===== src/rtl/fill_rect_decode_engine_pkg.sv =====
// Shared graphics-engine constants: decode/generator state codes, opcodes, command word field positions.
// Latency: n/a (constants only).
// Backpressure: n/a.
package fill_rect_decode_engine_pkg;

    // Decode engine states; these exact codes are presented to the data generator
    localparam logic [4:0] ADDR_ST_IDLE           = 5'd0;
    localparam logic [4:0] ADDR_ST_FETCH_POS      = 5'd8;
    localparam logic [4:0] ADDR_ST_FETCH_DIM      = 5'd9;
    localparam logic [4:0] ADDR_ST_DECODE_STATE_B = 5'd10;
    localparam logic [4:0] ADDR_ST_WAIT_GEN       = 5'd11;

    // Data generator states as seen by the decode engine
    localparam logic [4:0] GEN_STATE_IDLE  = 5'd0;
    localparam logic [4:0] GEN_STATE_DRIVE = 5'd1;

    // Opcode that selects a fill-rect command
    localparam logic [3:0] OP_FILL_RECT_DFLT = 4'h1;

    // Word 0: opcode and colour (low half is don't-care)
    localparam int W0_OP_LSB = 28;
    localparam int W0_R_LSB  = 24;
    localparam int W0_G_LSB  = 20;
    localparam int W0_B_LSB  = 16;

    // Word 1: position
    localparam int W1_X_LSB  = 16;
    localparam int W1_Y_LSB  = 0;

    // Word 2: dimensions
    localparam int W2_WID_LSB = 16;
    localparam int W2_HGT_LSB = 0;

endpackage


===== src/rtl/fill_rect_addr_calc.sv =====
// Rectangle start address: (y * ROW_STRIDE + x) mod 2^16 using shifts and adds only.
// Latency: combinational.
// Backpressure: none.
module fill_rect_addr_calc #(
    parameter int ROW_STRIDE = 240
) (
    input  logic [15:0] x_i,
    input  logic [15:0] y_i,
    output logic [15:0] addr_o
);

    generate
        if (ROW_STRIDE == 240) begin : g_stride_240
            // 240 = 256 - 16: one subtract instead of four adds
            assign addr_o = (y_i << 8) - (y_i << 4) + x_i;
        end else begin : g_stride_generic
            logic [15:0] acc;
            // Sum a shifted copy of y for every set bit of the constant stride
            always_comb begin
                acc = x_i;
                for (int i = 0; i < 16; i++) begin
                    if (ROW_STRIDE[i]) begin
                        acc = acc + (y_i << i);
                    end
                end
            end
            assign addr_o = acc;
        end
    endgenerate

endmodule


===== src/rtl/fill_rect_decode_engine.sv =====
// Decodes 3-word fill-rect commands from the command FIFO and hands them to the data generator.
// Latency: 3 FIFO transfers, then DECODE_STATE_B on the next cycle; done pulses one cycle after generator returns idle.
// Backpressure: cmd_fifo_rtr high only in IDLE/FETCH_POS/FETCH_DIM; low rts stalls the current state.
module fill_rect_decode_engine
    import fill_rect_decode_engine_pkg::*;
#(
    parameter int         ROW_STRIDE   = 240,
    parameter logic [3:0] OP_FILL_RECT = OP_FILL_RECT_DFLT
) (
    input  logic        clk,
    input  logic        rst,
    input  logic        cmd_fifo_rts,
    output logic        cmd_fifo_rtr,
    input  logic [31:0] cmd_fifo_data,
    input  logic [4:0]  fill_rect_data_gen_eng_state,
    output logic [4:0]  addr_eng_state,
    output logic [15:0] init_addr,
    output logic [15:0] cmd_data_hgt,
    output logic [15:0] cmd_data_wid,
    output logic [3:0]  cmd_data_rval,
    output logic [3:0]  cmd_data_gval,
    output logic [3:0]  cmd_data_bval,
    output logic        cmd_done,
    output logic        cmd_err
);

    logic [4:0]  state_q, state_d;
    logic        done_q, done_d;
    logic        err_q, err_d;
    logic [3:0]  r_q, g_q, b_q;
    logic [15:0] x_q, y_q, wid_q, hgt_q, init_addr_q;
    logic [15:0] addr_calc;
    logic        xfc;

    logic [3:0]  w0_op;
    logic [15:0] w2_wid, w2_hgt;

    assign w0_op  = cmd_fifo_data[W0_OP_LSB +: 4];
    assign w2_wid = cmd_fifo_data[W2_WID_LSB +: 16];
    assign w2_hgt = cmd_fifo_data[W2_HGT_LSB +: 16];

    // Ready only while fetching words; forced low during reset so nothing is popped
    assign cmd_fifo_rtr = !rst && ((state_q == ADDR_ST_IDLE) ||
                                   (state_q == ADDR_ST_FETCH_POS) ||
                                   (state_q == ADDR_ST_FETCH_DIM));
    assign xfc = cmd_fifo_rts && cmd_fifo_rtr;

    // Address uses the already-latched position, so it is ready when word 2 arrives
    fill_rect_addr_calc #(
        .ROW_STRIDE (ROW_STRIDE)
    ) u_addr_calc (
        .x_i    (x_q),
        .y_i    (y_q),
        .addr_o (addr_calc)
    );

    // Next-state and retire/error pulse decode
    always_comb begin
        state_d = state_q;
        done_d  = 1'b0;
        err_d   = 1'b0;
        case (state_q)
            ADDR_ST_IDLE: begin
                if (xfc) begin
                    if (w0_op == OP_FILL_RECT) begin
                        state_d = ADDR_ST_FETCH_POS;
                    end else begin
                        err_d = 1'b1;
                    end
                end
            end
            ADDR_ST_FETCH_POS: begin
                if (xfc) begin
                    state_d = ADDR_ST_FETCH_DIM;
                end
            end
            ADDR_ST_FETCH_DIM: begin
                if (xfc) begin
                    // Empty rectangle retires without waking the generator
                    if ((w2_wid == 16'd0) || (w2_hgt == 16'd0)) begin
                        state_d = ADDR_ST_IDLE;
                        done_d  = 1'b1;
                    end else begin
                        state_d = ADDR_ST_DECODE_STATE_B;
                    end
                end
            end
            ADDR_ST_DECODE_STATE_B: begin
                if (fill_rect_data_gen_eng_state != GEN_STATE_IDLE) begin
                    state_d = ADDR_ST_WAIT_GEN;
                end
            end
            ADDR_ST_WAIT_GEN: begin
                if (fill_rect_data_gen_eng_state == GEN_STATE_IDLE) begin
                    state_d = ADDR_ST_IDLE;
                    done_d  = 1'b1;
                end
            end
            default: begin
                state_d = ADDR_ST_IDLE;
            end
        endcase
    end

    // State and pulse registers
    always_ff @(posedge clk or posedge rst) begin
        if (rst) begin
            state_q <= ADDR_ST_IDLE;
            done_q  <= 1'b0;
            err_q   <= 1'b0;
        end else begin
            state_q <= state_d;
            done_q  <= done_d;
            err_q   <= err_d;
        end
    end

    // Field capture; fields only change on fetch transfers so they hold through generation
    always_ff @(posedge clk or posedge rst) begin
        if (rst) begin
            r_q         <= 4'd0;
            g_q         <= 4'd0;
            b_q         <= 4'd0;
            x_q         <= 16'd0;
            y_q         <= 16'd0;
            wid_q       <= 16'd0;
            hgt_q       <= 16'd0;
            init_addr_q <= 16'd0;
        end else if (xfc) begin
            if ((state_q == ADDR_ST_IDLE) && (w0_op == OP_FILL_RECT)) begin
                r_q <= cmd_fifo_data[W0_R_LSB +: 4];
                g_q <= cmd_fifo_data[W0_G_LSB +: 4];
                b_q <= cmd_fifo_data[W0_B_LSB +: 4];
            end
            if (state_q == ADDR_ST_FETCH_POS) begin
                x_q <= cmd_fifo_data[W1_X_LSB +: 16];
                y_q <= cmd_fifo_data[W1_Y_LSB +: 16];
            end
            if (state_q == ADDR_ST_FETCH_DIM) begin
                wid_q <= w2_wid;
                hgt_q <= w2_hgt;
                if ((w2_wid != 16'd0) && (w2_hgt != 16'd0)) begin
                    init_addr_q <= addr_calc;
                end
            end
        end
    end

    assign addr_eng_state = state_q;
    assign init_addr      = init_addr_q;
    assign cmd_data_wid   = wid_q;
    assign cmd_data_hgt   = hgt_q;
    assign cmd_data_rval  = r_q;
    assign cmd_data_gval  = g_q;
    assign cmd_data_bval  = b_q;
    assign cmd_done       = done_q;
    assign cmd_err        = err_q;

endmodule


===== config.mk =====
export PLATFORM = sky130hd
export DESIGN_NAME = fill_rect_decode_engine
export DESIGN_NICKNAME = d
export VERILOG_FILES = /design/src/rtl/fill_rect_decode_engine_pkg.sv /design/src/rtl/fill_rect_addr_calc.sv /design/src/rtl/fill_rect_decode_engine.sv
export SDC_FILE = /design/constraint.sdc
export NUM_CORES = 1
export LEC_CHECK = 0
export ABC_CLOCK_PERIOD_IN_PS = 4500
export BUFFER_PORTS_ARGS = -buffer_cell sky130_fd_sc_hd__clkbuf_2
export CORE_MARGIN = 8
export CORE_UTILIZATION = 55
export CTS_BUF_LIST = sky130_fd_sc_hd__clkbuf_4
export CTS_CLUSTER_SIZE = 25
export DETAILED_ROUTE_END_ITERATION = 7
export GPL_ROUTABILITY_DRIVEN = 0
export PLACE_DENSITY = 0.91
export SYNTH_ARGS = -nofsm -noshare
export SYNTH_HDL_FRONTEND = slang
export SYNTH_HIERARCHICAL = 1
export SYNTH_SLANG_ARGS = --single-unit

===== constraint.sdc =====
create_clock -name clk -period 4.5 [get_ports clk]
set_input_delay 0.675 -clock clk [delete_from_list [all_inputs] [get_ports clk]]
set_output_delay 0.675 -clock clk [all_outputs]
set_load 0.03 [all_outputs]

==> results by group, run 1 <==
CTS
  • CTS tree: done
  • Clock buffer depth: 2
  • Post-CTS Setup Bufs: 0
  • Clk_lat worst skew: approximately 0.44 ns
  • Clk pin slew, worst setup/hold paths: around 0.15 ns
  • CTS Buf Count: 9
  • Hold_buf cts: 0
  • Number of clock sinks: slightly above 90
  • CTS H-Tree Depth: 3
  • Cts repair resizes: 0
  • CTS root buf: clkbuf_4

Routing
  • Residual DRC: 0
  • DR pass1 iterations: 4
  • Initial DRC count: ~140
  • Post-Route WL: between 10000 and 15000 microns
  • Drt wl/cell: approximately 17 microns
  • Via count: between 3000 and 4000
  • Routed Antenna Nets: 0
  • Routed vias/inst: ~5.5

Floorplanning
  • Die Area: 12050 sq um
  • Starting Density: between 50% and 60%
  • Die Span Y: between 100 and 150 microns
  • Die Wd: approximately 110 microns
  • Core ar.: roughly 8600 sq um
  • Row cnt: 34
  • IO Pins: ~110

Critical path
  • Req. time, crit path: a little under 5 ns
  • Startpoint types: register
  • WS Path Type: reg2reg
  • Max incr delay on CP: between 0.4 and 0.5 ns
  • Max Fanout on Critical Path: 6
  • CP max stage cell: dfrtp_1
  • CP Capture Type: register
  • Cells along the critical path: inv_1, ha_1, ha_1, a211o_1, a2111o_1, a221o_1, a21oi_2, xnor2_1, mux2_2
  • CP Data Arrival Time: 3.12 ns
  • Most used cell, CP: ha_1

Finish
  • Fin nets: between 500 and 600
  • Layout cell share with drive strength beyond 1: between 40% and 50%
  • Area grow syn2layout: 14.62%
  • # fillers: around 650
  • Register area: roughly 2300 sq um
  • Multi-input logic area: approximately 2300 sq um

Logic synthesis
  • Syn_area_per_cell: about 13 sq um
  • Yosys warns: 6
  • Syn Inst Count: around 380
  • Mapped cell area: 4835 sq um

STA
  • Setup TNS Final: 0 ns
  • Finish-stage setup viols: 0
  • Max-slew violations: 0
  • Post-route setup slack: about 1.7 ns
  • Max-slew headroom: roughly two fifths
  • Endpoints failing hold: 0
  • Ratio of final minimum period to clock period: around three fifths
  • Fin crit period: between 2 and 3 ns
  • Worst-Margin Slew: 0.9128 ns
  • Fmax: 0.3587 GHz
  • Clock Skew: approximately 0.018 ns
  • Unrepaired setup endpoints after global routing: false

Hold path
  • Worst hold-check path type: in2async

GRT
  • GR Overflow Total: 0
  • Antenna violations before repair: 1
  • Pin count of the biggest net entering global routing: between 50 and 60
  • GRT Total Usage: between 10% and 20%
  • First-pass GRT wire length: 17220 microns
  • Vias in the first global route: roughly 3500

Placed design
  • DPL Wire Length: about 8000 microns
  • I/O Buffers: 105
  • Pre-CTS setup slack: approximately 1.7 ns

Status
  • Status: complete, no violations

Job
  • Number of violations of the max-capacitance limit: 0
layout by cell type (no fill, tap or decap), types with 2 or more instances in the layout:
| cell type | n |
|---|---|
| inv_1 | 31 |
| xnor2_1 | 14 |
| clkinvlp_4 | 2 |
| xor2_1 | 3 |
| and4_1 | 2 |
| clkbuf_4 | 9 |
| clkbuf_2 | 105 |
| o211ai_1 | 3 |
| a211oi_1 | 4 |
| and3_1 | 2 |
| o21ai_0 | 6 |
| nor2_1 | 12 |
| mux2_1 | 3 |
| o21bai_1 | 3 |
| nor3_1 | 2 |
| inv_8 | 2 |
| a21o_1 | 5 |
| inv_6 | 3 |
| mux2_2 | 58 |
| nand3_1 | 3 |
| nand2_1 | 9 |
| o21a_1 | 2 |
| fa_1 | 7 |
| ha_1 | 18 |
| a221oi_1 | 2 |
| conb_1 | 2 |
| mux2_4 | 27 |
| dfrtp_1 | 93 |
| a21oi_1 | 14 |
| or3_1 | 2 |
| nor4_1 | 6 |
| and2_1 | 2 |
| buf_4 | 4 |
worst paths after layout:
| kind | start | endpoint | slack (ns) | cells after the start |
|---|---|---|---|---|
| min reg2reg | init_addr[4]$_DFFE_PP0P_ | init_addr[4]$_DFFE_PP0P_ | 0.51 | 1 |
| max | y_q[3]$_DFFE_PP0P_ | init_addr[12]$_DFFE_PP0P_ | 1.71 | 9 |
| min | rst | addr_eng_state[0]$_DFFE_PP0P_ | 0.33 | 2 |
| max in group asynchronous | rst | x_q[14]$_DFFE_PP0P_ | 3.04 | 3 |
| min in group clk | cmd_fifo_data[15] | cmd_data_hgt[15]$_DFFE_PP0P_ | 0.49 | 2 |
| max reg2reg | y_q[3]$_DFFE_PP0P_ | init_addr[12]$_DFFE_PP0P_ | 1.71 | 9 |
sequential cells by signal (all words and copies together), names as in the netlist:
register,count
addr_eng_state,3
cmd_done,1
cmd_err,1
init_addr,16
cmd_data_rval,4
cmd_data_wid,16
cmd_data_gval,4
x_q,16
cmd_data_hgt,16
y_q,12
cmd_data_bval,4
worst max-delay path, delay by kind of cell, from the launching register on:
kind                       cells  cell delay (ns)
xor gates and xnor gates       1             0.07
AOI/OAI and AO/OA              4             1.19
buffers and inverters          1             0.12
adders and majority gates      2             0.64
muxes                          1             0.25
DFF                            1             0.43
metrics by stage:
| stage | cells | util [%] | hold WS, ns | cell area (sq um) |
|---|---|---|---|---|
| after CTS | 594 | 64.14 | 0.3438 | 5539 |
| after floorplan | 378 | - | 0.4814 | 4838 |
| after global placement | 578 | 62.62 | 0.4779 | 5408 |
| after global routing | 595 | 64.17 | 0.3702 | 5542 |
| after detailed placement | 578 | 62.62 | 0.4845 | 5408 |
| final | 595 | 64.17 | 0.3343 | 5542 |
metal layers:
metal	up-vias	GRT usage, %	routed length, microns
met4	0	7.907	196
met5	-	0	0
met1	1613	21.73	4416
met3	17	3.693	495
met2	97	30.40	5291
li1	1539	-	-
area by class of cell:
cell class                      instances  share of cell area [%]
Inverter                               32                   2.190
Clock inverter                          7                   1.152
Timing Repair Buffer                  109                   10.02
Antenna cell                            1                 0.04516
Multi-Input combinational cell        236                   40.93
Clock buffer                            9                   1.219
Sequential cell                        93                   42.00
Tap cell                              108                   2.438
Power of run 1 is not shown: default switching activity piles up to over one toggle a cycle in this logic, so the estimate is an artifact.
==> inputs of run 2 (changes only) <==
--- a/config.mk
+++ b/config.mk
@@ -5,7 +5,8 @@
 export SDC_FILE = /design/constraint.sdc
 export NUM_CORES = 1
 export LEC_CHECK = 0
-export ABC_CLOCK_PERIOD_IN_PS = 4500
+export ABC_AREA = 1
+export ABC_CLOCK_PERIOD_IN_PS = 2650
 export BUFFER_PORTS_ARGS = -buffer_cell sky130_fd_sc_hd__clkbuf_2
 export CORE_MARGIN = 8
 export CORE_UTILIZATION = 55
@@ -13,7 +14,7 @@
 export CTS_CLUSTER_SIZE = 25
 export DETAILED_ROUTE_END_ITERATION = 7
 export GPL_ROUTABILITY_DRIVEN = 0
-export PLACE_DENSITY = 0.91
+export PLACE_DENSITY = 0.9
 export SYNTH_ARGS = -nofsm -noshare
 export SYNTH_HDL_FRONTEND = slang
 export SYNTH_HIERARCHICAL = 1
==> constraint.sdc (replaced) <==
create_clock -name clk -period 2.65 [get_ports clk]
set_input_delay 0.3975 -clock clk [delete_from_list [all_inputs] [get_ports clk]]
set_output_delay 0.3975 -clock clk [all_outputs]
set_load 0.03 [all_outputs]
==> run 2 against run 1 <==
  * First-iteration DRC count up 47%
  * Critical path depth rose by 3
  * Final cell count rose by 45%
  * Non-clock buffer count did not move
  * Count of clock-buffer cells in the layout rose by 1
  * Sequential share of layout area down 2.0 points
  * Die area grew 4.7%
  * Global-route usage is 0.45 points higher
  * Setup slack lost 1.3 ns
  * Cell area rose by 4.9%
==> results by group, run 2 <==
CTS
  • Clock buffer depth: 2 (unchanged)
  • Clk_lat worst skew: 0.43 ns (about the same)
  • CTS H-Tree Depth: 3 (unchanged)
  • Clk pin slew, worst setup/hold paths: 0.15 ns (about the same)
  • CTS root buf: clkbuf_4
  • Number of clock sinks: 93 (unchanged)
  • CTS Buf Count: 9 (unchanged)
  • CTS tree: done
  • Cts repair resizes: 0 (unchanged)

GRT
  • First-pass GRT wire length: 18990 microns (+10%)
  • GR Overflow Total: 0 (unchanged)
  • Vias in the first global route: 4142 (+17%)
  • Antenna violations before repair: 0 (-1)
  • Pin count of the biggest net entering global routing: 82 (+49%)
  • GRT Total Usage: 18.42% (+0.45 points)

STA
  • Ratio of final minimum period to clock period: 84.82% (+23 points)
  • Setup TNS Final: 0 ns (unchanged)
  • Worst-Margin Slew: 0.7589 ns (-0.1539 ns)
  • Hold_ws: 0.1803 ns (-0.1539 ns)
  • Clock Skew: 0.01713 ns (-0.001135 ns)
  • Max-slew headroom: 49.41% (+10 points)
  • Fmax: 0.4449 GHz (+24%)
  • Max-slew violations: 0 (unchanged)
  • Finish-stage setup viols: 0 (unchanged)
  • Endpoints failing hold: 0 (unchanged)
  • Unrepaired setup endpoints after global routing: false
  • Fin crit period: 2.248 ns (-0.5400 ns)

Routing
  • Residual DRC: 0 (unchanged)
  • Routed vias/inst: 4.835 (-12%)
  • Drt wl/cell: 12.77 microns (-27%)
  • Routed Antenna Nets: 0 (unchanged)
  • Post-Route WL: 11020 microns (+5.9%)
  • Initial DRC count: 205 (+47%)
  • DR pass1 iterations: 5 (+1)
  • Via count: 4173 (+28%)

Finish
  • Fin nets: 813 (+49%)
  • Cell Count, Final, Fillers Out: 863 (+45%)
  • Ant. Diodes: 0 (-1)
  • Area grow syn2layout: 14.01%
  • Most common cell after layout, fill and taps aside: nand2_1
  • Layout cell share with drive strength beyond 1: 19.55% (-26 points)
  • Final Cell Area: 5814 sq um (+4.9%)
  • Commonest cells after routing, fill and taps aside: 205 x nand2_1, 117 x inv_1, 105 x clkbuf_2

Logic synthesis
  • Mapped cell area: 5100 sq um (+5.5%)
  • Yosys warns: 6 (unchanged)
  • Syn_area_per_cell: 7.858 sq um (-39%)
  • Syn Inst Count: 649 (+72%)

Floorplanning
  • Core ar.: 9109 sq um (+5.5%)
  • Die Span Y: 112.3 microns (+2.3%)
  • Die Wd: 112.3 microns (+2.3%)
  • Starting Density: 55.99% (about the same)
  • Row cnt: 35 (+2.9%)
  • IO Pins: 108 (unchanged)
  • Die Area: 12610 sq um (+4.7%)

Status
  • Status: complete, no violations

Critical path
  • Req. time, crit path: 2.98 ns (-1.86 ns)
  • WS Path Type: reg2reg
  • Cells along the critical path: inv_1, fa_1, inv_1, ha_1, nand2_1, nor2_2, and2_1, nand2_1, nand4_1, nand2_1, nand2_1, nand2_1
  • Max Fanout on Critical Path: 5 (-1)
  • Startpoint types: register
  • CP max stage cell: fa_1
  • CP Data Arrival Time: 2.58 ns (-0.54 ns)
  • Most used cell, CP: nand2_1
  • CP Capture Type: register
  • Max incr delay on CP: 0.54 ns (+0.11 ns)

Power
  • Leakage Power: 0.003384 uW
  • Pwr/cell area: approximately 1500 nW/um^2
  • VDD IR max: roughly 0.7 mV

Job
  • Number of violations of the max-capacitance limit: 0 (unchanged)

Placed design
  • Area of placed instances: 5644 sq um (+4.4%)
  • DPL Wire Length: 8654 microns (+6.4%)
  • I/O Buffers: 105 (unchanged)
  • Inst Count DP: 847 (+47%)

Hold path
  • Worst hold-check path type: in2reg
-- run 2: power by group --
part           switching, uW  internal [uW]  total (uW)
clock network            482            394         876
logic                   3570           1790        5360
registers                391           2010        2400
total                   4450           4190        8640
-- run 2: layout make-up --
cell class                 count  area (sq um)
clock buffer                  10         75.07
timing repair buffer         109         570.5
multi-input combinational    414          2155
tap                          111         138.9
sequential                    93          2327
fill                         805          3294
clock inverter                 5         85.08
inverter                     121         462.9
-- run 2: path summary, 6_finish.rpt --
| check | from | end | slack (ns) | cells past startpoint |
|---|---|---|---|---|
| setup / recovery | x_q[10]$_DFFE_PP0P_ | init_addr[12]$_DFFE_PP0P_ | 0.40 | 12 |
| hold / removal | cmd_fifo_data[19] | cmd_data_bval[3]$_DFFE_PP0P_ | 0.18 | 3 |
| setup reg to reg | x_q[10]$_DFFE_PP0P_ | init_addr[12]$_DFFE_PP0P_ | 0.40 | 12 |
| hold reg to reg | init_addr[0]$_DFFE_PP0P_ | init_addr[0]$_DFFE_PP0P_ | 0.50 | 2 |
| max in group asynchronous | rst | init_addr[11]$_DFFE_PP0P_ | 1.43 | 4 |
| min in group asynchronous | rst | cmd_data_hgt[11]$_DFFE_PP0P_ | 0.52 | 3 |
-- run 2: repair_timing --
action                                 4_1_cts  5_1_grt
hold buffers                                 1        0
endpoints found under the hold margin       13        0
setup buffers                                0        0
-- run 2: metal layers --
| metal | up-vias | track usage [%] | wire, microns |
|---|---|---|---|
| li1 | 2171 | - | - |
| met1 | 1894 | 22.13 | 4894 |
| met2 | 92 | 30.39 | 5180 |
| met3 | 16 | 6.817 | 776 |
| met4 | 0 | 5.126 | 165 |
| met5 | - | 0 | 0 |
-- run 2: critical path: cells and delay by family, from the launching register on --
kind                       cells  cell delay [ns]
adders and majority gates      2             0.90
and+or+nand+nor                8             0.77
DFF                            1             0.38
buffers and inverters          2             0.11
-- run 2: through the flow --
step / utilization, % / power [uW] / setup WS [ns]
floorplan: - / 6525 / 0.6210
global placement: 61.96 / 7601 / 0.4801
detailed placement: 61.96 / 7779 / 0.4256
CTS: 63.83 / 8674 / 0.3934
global route: 63.83 / 9579 / 0.1549
finish: 63.83 / 8638 / 0.4023
(Power assumes the default switching activity.)
==> inputs of run 3 (changes only) <==
--- a/config.mk
+++ b/config.mk
@@ -6,7 +6,7 @@
 export NUM_CORES = 1
 export LEC_CHECK = 0
 export ABC_AREA = 1
-export ABC_CLOCK_PERIOD_IN_PS = 2650
+export ABC_CLOCK_PERIOD_IN_PS = 2100
 export BUFFER_PORTS_ARGS = -buffer_cell sky130_fd_sc_hd__clkbuf_2
 export CORE_MARGIN = 8
 export CORE_UTILIZATION = 55
==> constraint.sdc (replaced) <==
create_clock -name clk -period 2.1 [get_ports clk]
set_input_delay 0.315 -clock clk [delete_from_list [all_inputs] [get_ports clk]]
set_output_delay 0.315 -clock clk [all_outputs]
set_load 0.03 [all_outputs]
==> run 3 against run 2 <==
  * The run now ends with negative setup slack left
  * Setup slack got worse by 0.45 ns
  * First-iteration DRC count rose by 16%
  * Via count rose by 7.5%
==> results by group, run 3 (synthesis gave the netlist of run 2 again) <==
Floorplanning
  • Core ar.: 9109 sq um (unchanged)
  • Die Wd: 112.3 microns (unchanged)
  • IO Pins: 108 (unchanged)
  • Starting Density: 55.99% (unchanged)
  • Row cnt: 35 (unchanged)
  • Die Span Y: 112.3 microns (unchanged)
  • Die Area: 12610 sq um (unchanged)

GRT
  • GRT Total Usage: 19.33% (+0.91 points)
  • First-pass GRT wire length: 20000 microns (+5.3%)
  • Antenna violations before repair: 0 (unchanged)
  • Pin count of the biggest net entering global routing: 94 (+15%)
  • Vias in the first global route: 4408 (+6.4%)
  • GR Overflow Total: 0 (unchanged)

Routing
  • Initial DRC count: 237 (+16%)
  • Top Metal Used: met4
  • Met3 wire len: 840 microns (+8.2%)
  • Routed vias/inst: 5.098 (+5.4%)
  • Drt wl/cell: 14.25 microns (+12%)
  • Wire length on met2: 6216 microns (+20%)
  • Routed Antenna Nets: 0 (unchanged)
  • Via count: 4486 (+7.5%)
  • Metal-1 WL: 5106 microns (+4.3%)
  • Post-Route WL: 12540 microns (+14%)
  • DR pass1 iterations: 5 (unchanged)
  • Residual DRC: 0 (unchanged)

Critical path
  • Most used cell, CP: nand2_1
  • Cells along the critical path: inv_2, fa_1, inv_1, ha_4, nand2_4, nor2_2, and2_1, nand2_1, nand4_1, nand2_1, nand2_1, nand2_1
  • CP Data Arrival Time: 2.48 ns (-0.10 ns)
  • CP Capture Type: register
  • CP Buf/Inv Count: 2 (unchanged)
  • Max Fanout on Critical Path: 4 (-1)
  • WS Path Type: reg2reg
  • Req. time, crit path: 2.43 ns (-0.55 ns)
  • CP max stage cell: fa_1
  • Startpoint types: register
  • Max incr delay on CP: 0.55 ns (about the same)
  • CP top delay family: adder cells

STA
  • Worst-Margin Slew: 0.5070 ns (-0.2518 ns)
  • Endpoints failing hold: 0 (unchanged)
  • Finish-stage setup viols: 2 (+2)
  • Fmax: 0.4658 GHz (+4.7%)
  • Max-slew violations: 0 (unchanged)
  • Clock Skew: 0.01523 ns (-0.001898 ns)
  • Ratio of final minimum period to clock period: 102.2% (+17 points)
  • Fin crit period: 2.147 ns (-0.1007 ns)
  • Post-route setup slack: -0.04700 ns (-0.4493 ns)
  • Max-slew headroom: 66.20% (+17 points)
  • Unrepaired setup endpoints after global routing: true

Placed design
  • I/O Buffers: 105 (unchanged)
  • Inst Count DP: 855 (+0.94%)
  • DPL Wire Length: 8730 microns (+0.88%)
  • Pre-CTS setup slack: -0.08876 ns (-0.5144 ns)

CTS
  • CTS H-Tree Depth: 3 (unchanged)
  • Clk pin slew, worst setup/hold paths: 0.15 ns (about the same)
  • Hold_buf cts: 0 (-1)
  • CTS tree: done
  • CTS Buf Count: 9 (unchanged)
  • Clk_lat worst skew: 0.43 ns (about the same)
  • Number of clock sinks: 93 (unchanged)
  • CTS root buf: clkbuf_4
  • Clock buffer depth: 2 (unchanged)

Status
  • Failing checks: negative setup slack
  • Status: complete, but fails checks

Finish
  • # fillers: 720 (-11%)
  • Multi-input logic area: 2414 sq um (+12%)
  • Area grow syn2layout: 21.20%
  • Cell Count, Final, Fillers Out: 880 (+2.0%)
  • Ant. Diodes: 0 (unchanged)
  • Register area: 2327 sq um (unchanged)
  • Commonest cells after routing, fill and taps aside: 180 x nand2_1, 105 x clkbuf_2, 102 x inv_1
  • Layout cell share with drive strength beyond 1: 28.87% (+9.3 points)
  • Fin nets: 830 (+2.1%)
  • Most common cell after layout, fill and taps aside: nand2_1

Job
  • Number of violations of the max-capacitance limit: 0 (unchanged)

Hold path
  • Worst hold-check path type: in2async
-- run 3: cell count changes in the layout (fill, tap and decap cells not counted), sizes merged --
cell         delta
clkbuf          -1
bufinv          -1
clkinv          +2
dlygate4sd3     -1
buf            +18
-- run 3: worst min-delay path: cells and delay by family --
family / cells / cell delay, ns
buffers and inverters: 3 / 0.59
-- run 3: through the flow --
step	setup TNS (ns)	cell area, sq um	hold WS, ns	util (%)
final	-0.04968	6181	0.01792	67.86
after floorplan	0	5107	0.4360	-
after CTS	-0.009203	5959	0.04297	65.43
after global placement	-0.08671	5717	0.4632	62.76
after global routing	-0.6440	6181	0.03388	67.86
after detailed placement	-0.2800	5717	0.4712	62.76
-- run 3: timing repair --
action                                  in CTS  in global routing
endpoints found under the setup margin       4                  8
pin swaps                                    2                 25
setup buffers                                1                  9
resized for setup                           13                 55
-- run 3: final timing paths --
check | start | endpoint | slack (ns) | cells after the start
max | x_q[12]$_DFFE_PP0P_ | init_addr[13]$_DFFE_PP0P_ | -0.05 | 12
min | rst | addr_eng_state[0]$_DFFE_PP0P_ | 0.02 | 3
max reg2reg | x_q[12]$_DFFE_PP0P_ | init_addr[13]$_DFFE_PP0P_ | -0.05 | 12
min reg2reg | init_addr[0]$_DFFE_PP0P_ | init_addr[0]$_DFFE_PP0P_ | 0.50 | 2
max in group asynchronous | rst | init_addr[13]$_DFFE_PP0P_ | 1.70 | 3
min in group clk | cmd_fifo_data[18] | cmd_data_bval[2]$_DFFE_PP0P_ | 0.10 | 3
-- run 3: layer usage --
| metal | vias up | track usage (%) |
|---|---|---|
| met1 | 2076 | 22.02 |
| met5 | - | 0 |
| met3 | 40 | 5.260 |
| met4 | 0 | 7.014 |
| li1 | 2207 | - |
| met2 | 163 | 34.00 |
-- run 3: final cells by class --
type,count,area share [%]
clock buffers,9,1.093
clock inverters,6,1.012
inverters,121,7.490
multi-input cells,414,39.05
flip-flops and latches,93,37.65
well taps,111,2.247
repair buffers,126,11.46
Power of run 3 is left out for the same reason.
